===== config.mk =====
export PLATFORM = sky130hd
export DESIGN_NAME = lut_cfg_loader
export DESIGN_NICKNAME = d
export VERILOG_FILES = /design/src/rtl/lut_cfg_loader.sv
export SDC_FILE = /design/constraint.sdc
export NUM_CORES = 1
export LEC_CHECK = 0
export BUFFER_PORTS_ARGS = -buffer_cell sky130_fd_sc_hd__buf_2
export CORE_AREA = 3 3 79 118
export DETAILED_ROUTE_END_ITERATION = 6
export DIE_AREA = 0 0 82 121
export PLACE_DENSITY = 0.82
export SKIP_CTS_REPAIR_TIMING = 1
export SLEW_MARGIN = 20
export SYNTH_ARGS = -nofsm -noshare
export SYNTH_HDL_FRONTEND = slang
export SYNTH_SLANG_ARGS = --single-unit

===== constraint.sdc =====
create_clock -name clk -period 3.1 [get_ports clk]
set_input_delay 0 -clock clk [delete_from_list [all_inputs] [get_ports clk]]
set_output_delay 0 -clock clk [all_outputs]
set_load 0.01 [all_outputs]

===== src/rtl/lut_cfg_loader.sv =====
// Bit-serial loader that assembles LUT truth-table masks and commits them atomically.
// Optional even-parity trailer beat enabled by defining LUT_CFG_PARITY_EN.
module lut_cfg_loader #(
  parameter int                     NUM_LUTS = 4,
  parameter logic [NUM_LUTS*16-1:0] INIT     = '0
) (
  input  logic                     clk,
  input  logic                     rst,
  input  logic                     cfg_valid,
  output logic                     cfg_ready,
  input  logic                     cfg_bit,
  input  logic                     cfg_last,
  output logic [NUM_LUTS*16-1:0]   lut_cfg,
  output logic                     cfg_commit,
  output logic                     cfg_err,
  output logic                     busy
);

  localparam int FD = NUM_LUTS * 16;
`ifdef LUT_CFG_PARITY_EN
  localparam int FRAME = FD + 1;
`else
  localparam int FRAME = FD;
`endif
  localparam int CW = $clog2(FRAME + 1);
  localparam logic [CW-1:0] LAST  = CW'(FRAME - 1);
  localparam logic [CW-1:0] NDATA = CW'(FD);

  typedef enum logic [1:0] {
    S_IDLE,
    S_SHIFT,
    S_COMMIT
  } state_t;

  state_t        r_state;
  state_t        w_state_nxt;
  logic [CW-1:0] r_cnt;
  logic [CW-1:0] w_cnt_nxt;
  logic [FD-1:0] r_shadow;
  logic [FD-1:0] r_lut;
  logic          r_commit;
  logic          r_err;
  logic          w_err_nxt;
  logic          w_beat;
  logic          w_shift;
  logic          w_par_ok;

  assign cfg_ready  = (r_state != S_COMMIT);
  assign w_beat     = cfg_valid & cfg_ready;
  assign w_shift    = w_beat & (r_cnt < NDATA);
  assign lut_cfg    = r_lut;
  assign cfg_commit = r_commit;
  assign cfg_err    = r_err;
  assign busy       = (r_state != S_IDLE) | (r_cnt != '0);

`ifdef LUT_CFG_PARITY_EN
  logic r_par;

  // r_par holds the XOR of all data bits when the trailer beat arrives
  assign w_par_ok = (r_par == cfg_bit);

  always_ff @(posedge clk) begin
    if (rst) begin
      r_par <= 1'b0;
    end else if (w_shift) begin
      r_par <= (r_cnt == '0) ? cfg_bit : (r_par ^ cfg_bit);
    end
  end
`else
  assign w_par_ok = 1'b1;
`endif

  always_comb begin
    w_state_nxt = r_state;
    w_cnt_nxt   = r_cnt;
    w_err_nxt   = 1'b0;
    case (r_state)
      S_COMMIT: begin
        w_state_nxt = S_IDLE;
      end
      default: begin
        if (w_beat) begin
          if (r_cnt != LAST) begin
            if (cfg_last) begin
              w_err_nxt   = 1'b1;
              w_cnt_nxt   = '0;
              w_state_nxt = S_IDLE;
            end else begin
              w_cnt_nxt   = r_cnt + CW'(1);
              w_state_nxt = S_SHIFT;
            end
          end else begin
            w_cnt_nxt = '0;
            if (cfg_last && w_par_ok) begin
              w_state_nxt = S_COMMIT;
            end else begin
              w_err_nxt   = 1'b1;
              w_state_nxt = S_IDLE;
            end
          end
        end
      end
    endcase
  end

  always_ff @(posedge clk) begin
    if (rst) begin
      r_state  <= S_IDLE;
      r_cnt    <= '0;
      r_shadow <= '0;
      r_lut    <= INIT;
      r_commit <= 1'b0;
      r_err    <= 1'b0;
    end else begin
      r_state  <= w_state_nxt;
      r_cnt    <= w_cnt_nxt;
      r_err    <= w_err_nxt;
      r_commit <= (r_state == S_COMMIT);
      if (w_shift) begin
        r_shadow <= {r_shadow[FD-2:0], cfg_bit};
      end
      if (r_state == S_COMMIT) begin
        r_lut <= r_shadow;
      end
    end
  end

endmodule


==> results of run 1 <==
==> worst reg2reg max path, delay by kind of cell (launching register included) <==
family	cells	cell delay (ns)
buffers and inverters	2	0.60
DFF	1	0.40
AOI/OAI and AO/OA	1	0.17
and+or+nand+nor	3	0.72
==> where the power goes <==
| part | switching, mW | total [mW] | leakage, nW | internal, mW |
|---|---|---|---|---|
| Clock | 0.701 | 2.05 | 0.306 | 1.35 |
| Combinational | 0.0662 | 0.0846 | 0.797 | 0.0184 |
| Sequential | 0.00366 | 1.80 | 1.12 | 1.79 |
| Total | 0.770 | 3.93 | 2.22 | 3.16 |
==> cell type report <==
| cell class | instances | area [um2] |
|---|---|---|
| clock inverter | 5 | 77.6 |
| multi-input combinational | 435 | 1950 |
| clock buffer | 27 | 543 |
| sequential | 139 | 2780 |
| fill | 651 | 2450 |
| tap | 107 | 134 |
| timing repair buffer | 82 | 443 |
| inverter | 8 | 35.0 |
==> cell usage after synthesis, drive strengths merged <==
cell type,count,area [um2]
a21oi,135,676
a311oi,1,8.76
a31oi,3,18.8
and4b,1,10.0
buf,23,121
clkbuf,21,78.8
clkinv,1,8.76
dfxtp,139,2780
ha,4,50.1
inv,7,26.3
mux2i,1,10.0
nand2,263,995
nand2b,1,6.26
nand3,5,30.0
nand4,2,12.5
nor2,3,11.3
nor2b,2,20.0
nor3,3,26.3
nor3b,1,7.51
nor4,2,12.5
nor4b,1,8.76
o21ai,3,15.0
or2,1,6.26
or4,2,15.0
or4b,1,10.0
==> routing by layer <==
layer	vias up	wire length, um	share of wire
li1	2137	-	-
met1	2001	4160	0.40
met2	105	5610	0.54
met3	14	455	0.044
met4	0	165	0.016
met5	-	0	0
==> state kept, by name (all words and copies together), names as in the netlist <==
| register | flops |
|---|---|
| r_state | 2 |
| cfg_err | 1 |
| r_cnt | 7 |
| r_shadow | 64 |
| lut_cfg | 64 |
| cfg_commit | 1 |
==> placed cells by master (no fill, tap or decap), types with 2 or more instances in the layout <==
cell type / netlist / routed
a21oi_1: 135 / 135
a31oi_1: 3 / 3
buf_2: 22 / 71
buf_4: 0 / 9
bufinv_16: 0 / 2
clkbuf_1: 21 / 2
clkbuf_16: 0 / 17
clkbuf_8: 0 / 8
clkinv_2: 0 / 2
dfxtp_1: 139 / 139
dlygate4sd3_1: 0 / 2
ha_1: 4 / 4
inv_1: 6 / 6
nand2_1: 262 / 262
nand3_1: 4 / 4
nand4_1: 2 / 2
nor2_1: 3 / 3
nor3_1: 2 / 2
nor4_1: 2 / 2
o21ai_0: 3 / 3
or4_1: 2 / 2
==> path summary, 6_finish.rpt <==
path,depth (start not counted),endpoint,slack [ns]
hold reg to reg,2,lut_cfg[22],0.45
setup / recovery,6,r_cnt[5],1.13
hold / removal,3,cfg_err,0.005
setup reg to reg,6,r_cnt[5],1.13
==> stage by stage <==
stage                     power (mW)  hold slack, ns   util  setup WS (ns)
after detailed placement        1.91           0.258  0.633           1.14
after global placement          1.91           0.256  0.633           1.21
after global routing            4.06          0.0135  0.709          0.971
after CTS                       3.95          -0.174  0.707           1.11
final                           3.93         0.00471  0.709           1.13
after floorplan                 1.90           0.136      -           1.63
==> kinds of logic after synthesis <==
group	Yosys count	synth area share
and+or+nand+nor	288	0.236
AOI/OAI and AO/OA	142	0.145
DFF	139	0.560
buffers and inverters	52	0.0474
adders and majority gates	4	0.0101
muxes	1	0.00202
==> flow_metrics.tcl, run 1 <==
set metrics [dict create \
    placedInstanceArea_um2 5320 \
    fin_crit_ns 1.97 \
    syn_inst 626 \
    numCtsBuffers 17 \
    synth_warnings 0 \
    drive_above_1_share 0.167 \
    initial_utilization 0.590 \
    crit_path_end_kind "flop" \
    path_buf_inv 2 \
    start_kind "flop" \
    avgRoutedWirePerCell_um 12.9 \
    grt_setup_unrepaired "no" \
    cp_slowest_cell "buf_4" \
    grt_max_degree 105 \
    rows 41 \
    crit_path_max_incr_delay_ns 0.55 \
    n_antenna_cell 0 \
    layout_worst_path_cycle_share 0.636 \
    min_from "cfg_valid" \
    final_cells 803 \
    avgSynthCellArea_um2 7.93 \
    synth-seq-cells 139 \
    grt_remaining_overflow 0 \
    clk_pin_slew_ns 0.06 \
    synth_cell_types 31 \
    chipHeight_um 121 \
    path_max_fanout 70 \
    leakage_nw 2.22 \
    dr.first_iter.drc_count 226 \
    skew_ns 0.00610 \
    final_net_count 692 \
    path_delay_family "simple AND/OR/NAND/NOR gates" \
    cts_sinks 139 \
    antenna_found_initial 0 \
    grt_usage 0.226 \
    cp_cell_sequence "nor2b_4, clkinv_4, buf_4, nand2_4, or4_1, a31oi_1" \
    tightest_slew_ns 1.00 \
    met1_usage 0.252 \
    busiest_layer "met2" \
    final_hold_viol_count 0 \
    viasPerCell 5.30 \
    cts_tree "yes" \
    rr_startpoint "r_state[0]" \
    vdd_drop_max_v 0.000551 \
    gp_congestion 0.826 \
    grt.met3_usage 0.0743 \
    setup_viol 0 \
    placed_cells 769 \
    clk_latency_ns 0.41 \
    netlist_area_um2 4970 \
    critPathKind "flop to flop" \
    drc 0 \
    die_x_um 82 \
    design_area_um2 5960 \
    ctsHtreeMaxLevel 4 \
    coreArea_um2 8410 \
    boundaryPins 73 \
    hpwl_um 6270 \
    routed_wirelength_um 10400 \
    max_slew_margin 0.333 \
    cp-startpoint "r_state[0]" \
    hold_class "primary input to flop" \
    ant_nets 0 \
    vias 4257 \
    tns_ns 0 \
    fmax_mhz 508 \
    die-area_um2 9920 \
    grt_pass1_wl_um 17500 \
    cts-root-buf "clkbuf_16" \
    first_pass_iters 5 \
    ys_seq_area_frac 0.560 \
    cap_violations 0 \
    crit_required_ns 3.43 \
    p_per_area_nw_per_um2 660 \
    grt_use_met2 0.387 \
    syn-num-nets 635 \
    syn_to_final_growth_pct 20.1 \
    cts.path.max_buffers 2 \
    worstPathArrival_ns 2.30 \
    numPortBuffers 72 \
    slew_violations 0 \
    grt_pass1_vias 4022 \
    status "completed" \
]
Note: power is estimated with default switching activity, not from simulation.
==> run 2: changes to the inputs <==
--- a/config.mk
+++ b/config.mk
@@ -6,10 +6,10 @@
 export NUM_CORES = 1
 export LEC_CHECK = 0
 export BUFFER_PORTS_ARGS = -buffer_cell sky130_fd_sc_hd__buf_2
-export CORE_AREA = 3 3 79 118
+export CORE_AREA = 3 3 86 129
 export DETAILED_ROUTE_END_ITERATION = 6
-export DIE_AREA = 0 0 82 121
-export PLACE_DENSITY = 0.82
+export DIE_AREA = 0 0 89 132
+export PLACE_DENSITY = 0.73
 export SKIP_CTS_REPAIR_TIMING = 1
 export SLEW_MARGIN = 20
 export SYNTH_ARGS = -nofsm -noshare
==> constraint.sdc (replaced) <==
create_clock -name clk -period 1.8 [get_ports clk]
set_input_delay 0 -clock clk [delete_from_list [all_inputs] [get_ports clk]]
set_output_delay 0 -clock clk [all_outputs]
set_load 0.01 [all_outputs]
==> run 2 against run 1 <==
Critical path depth decreased by 2. Worst setup slack got worse by 0.93 ns. Sequential share of layout area decreased by 1.0 points. Final cell count increased by 1.9%. Combinational power increased by 100%. Via count decreased by 1.6%. Highest routed layer unchanged. Critical endpoint is now cfg_ready. Core utilization decreased by 10 points. Worst hold slack improved by 0.0053 ns.
==> flow_metrics.tcl, run 2 (synthesized netlist as in run 1, its figures left out) <==
set metrics [dict create \
    die_x_um 89 \
    drc 0 \
    numCtsBuffers 17 \
    die-area_um2 11700 \
    r2r_cells 6 \
    multiInputGateArea_um2 1950 \
    grt_pass1_wl_um 17400 \
    regArea_um2 2780 \
    vdd_drop_max_v 0.000742 \
    start_kind "flop" \
    clk_pin_slew_ns 0.05 \
    crit_path_end_kind "primary output" \
    leakage_nw 2.27 \
    tns_ns 0 \
    cts_sinks 139 \
    syn_to_final_growth_pct 22.7 \
    first_pass_iters 4 \
    final_common_cell "nand2_1" \
    grt_pass1_vias 3945 \
    cp_slowest_cell "dfxtp_1" \
    status "completed" \
    grt_max_degree 47 \
    hold_class "primary input to flop" \
    drive_above_1_share 0.177 \
    r2r_end "cfg_err" \
    cts_tree "yes" \
    numPortBuffers 72 \
    vias 4187 \
    rr_startpoint "r_cnt[0]" \
    nFillCells 946 \
    initial_utilization 0.493 \
    tightest_slew_ns 0.446 \
    path_max_fanout 24 \
    dp_worst_setup_slack_ns 0.202 \
    endpoint "cfg_ready" \
    final_hold_viol_count 0 \
    worstPathArrival_ns 1.60 \
    cap_violations 0 \
    grt_setup_unrepaired "no" \
    setup_viol 0 \
    skew_ns 0.00931 \
    layout_worst_path_cycle_share 0.888 \
    cts-root-buf "clkbuf_16" \
    coreArea_um2 10100 \
    cp_cell_sequence "nor2b_4, clkinv_4, buf_4, buf_2" \
    r2r_slack_ns 0.20 \
    cts.path.max_buffers 2 \
    dr.first_iter.drc_count 193 \
    chipHeight_um 132 \
    final_net_count 697 \
    gp_congestion 0.749 \
    p_per_area_nw_per_um2 1120 \
    grt_remaining_overflow 0 \
    fmax_mhz 625 \
    clk_latency_ns 0.41 \
    hpwl_um 6640 \
    grt_usage 0.184 \
    crit_required_ns 1.80 \
    rows 45 \
    finalWorstSetupSlack_ns 0.201 \
    routed_wirelength_um 10100 \
    boundaryPins 73 \
    n_antenna_cell 0 \
    crit_path_max_incr_delay_ns 0.37 \
    slew_violations 0 \
    final_cell_mix "262 x nand2_1, 139 x dfxtp_1, 135 x a21oi_1" \
    antenna_found_initial 0 \
    avgRoutedWirePerCell_um 12.4 \
    fin_crit_ns 1.60 \
    cp-startpoint "r_state[1]" \
    ant_nets 0 \
    critPathKind "flop to primary output" \
    ctsHtreeMaxLevel 4 \
    max_slew_margin 0.702 \
    viasPerCell 5.12 \
]
run 2: cell types whose count changed in the layout (fill, tap and decap cells not counted), sizes merged:
cell	change
dlygate4sd3	+1
buf	+4
clkinvlp	+1
bufinv	+1
clkbuf	-5
clkinv	+3
run 2: cell type report:
cell class	count	share of cell area
Multi-Input combinational cell	435	0.321
Sequential cell	139	0.456
Tap cell	117	0.0240
Clock inverter	10	0.0226
Inverter	8	0.00575
Timing Repair Buffer	87	0.0895
Clock buffer	22	0.0811
run 2: how the worst min path moves through the flow:
stage               cells past startpoint  slack [ns]          end  startpoint
global route                            3        0.01     r_cnt[5]    cfg_last
detailed placement                      3        0.26  r_shadow[0]     cfg_bit
CTS                                     3       -0.18  r_shadow[0]     cfg_bit
finish                                  3        0.01     r_cnt[5]    cfg_last
floorplan                               2        0.14  r_shadow[0]     cfg_bit
global placement                        3        0.25  r_shadow[0]     cfg_bit
run 2: through the flow:
step           instance area (um2)  utilization  total power [mW]  hold slack [ns]  cells
4_1_cts                       6060        0.601              6.92           -0.179    815
5_1_grt                       6100        0.605              7.10           0.0122    818
3_3_place_gp                  5430        0.539              3.32            0.252    783
6_report                      6100        0.605              6.85          0.00999    818
2_1_floorplan                 4970            -              3.26            0.136    626
3_5_place_dp                  5430        0.539              3.32            0.258    783
run 2: layer usage:
metal  vias up  part of all wire  GRT usage
met5         -                 0          0
met2        81              0.53      0.321
met1      1943              0.41      0.200
met3        11             0.044     0.0594
li1       2152                 -          -
met4         0             0.015     0.0762
run 2: power by group:
part	switching (mW)	internal (mW)	total, mW
Clock	1.23	2.36	3.59
Sequential	0.00627	3.08	3.09
Combinational	0.119	0.0494	0.169
run 2: critical path: cells and delay by family, from the launching register on:
family	cells	cell delay [ns]
buf+inv	3	0.62
flops	1	0.37
simple gates	1	0.20
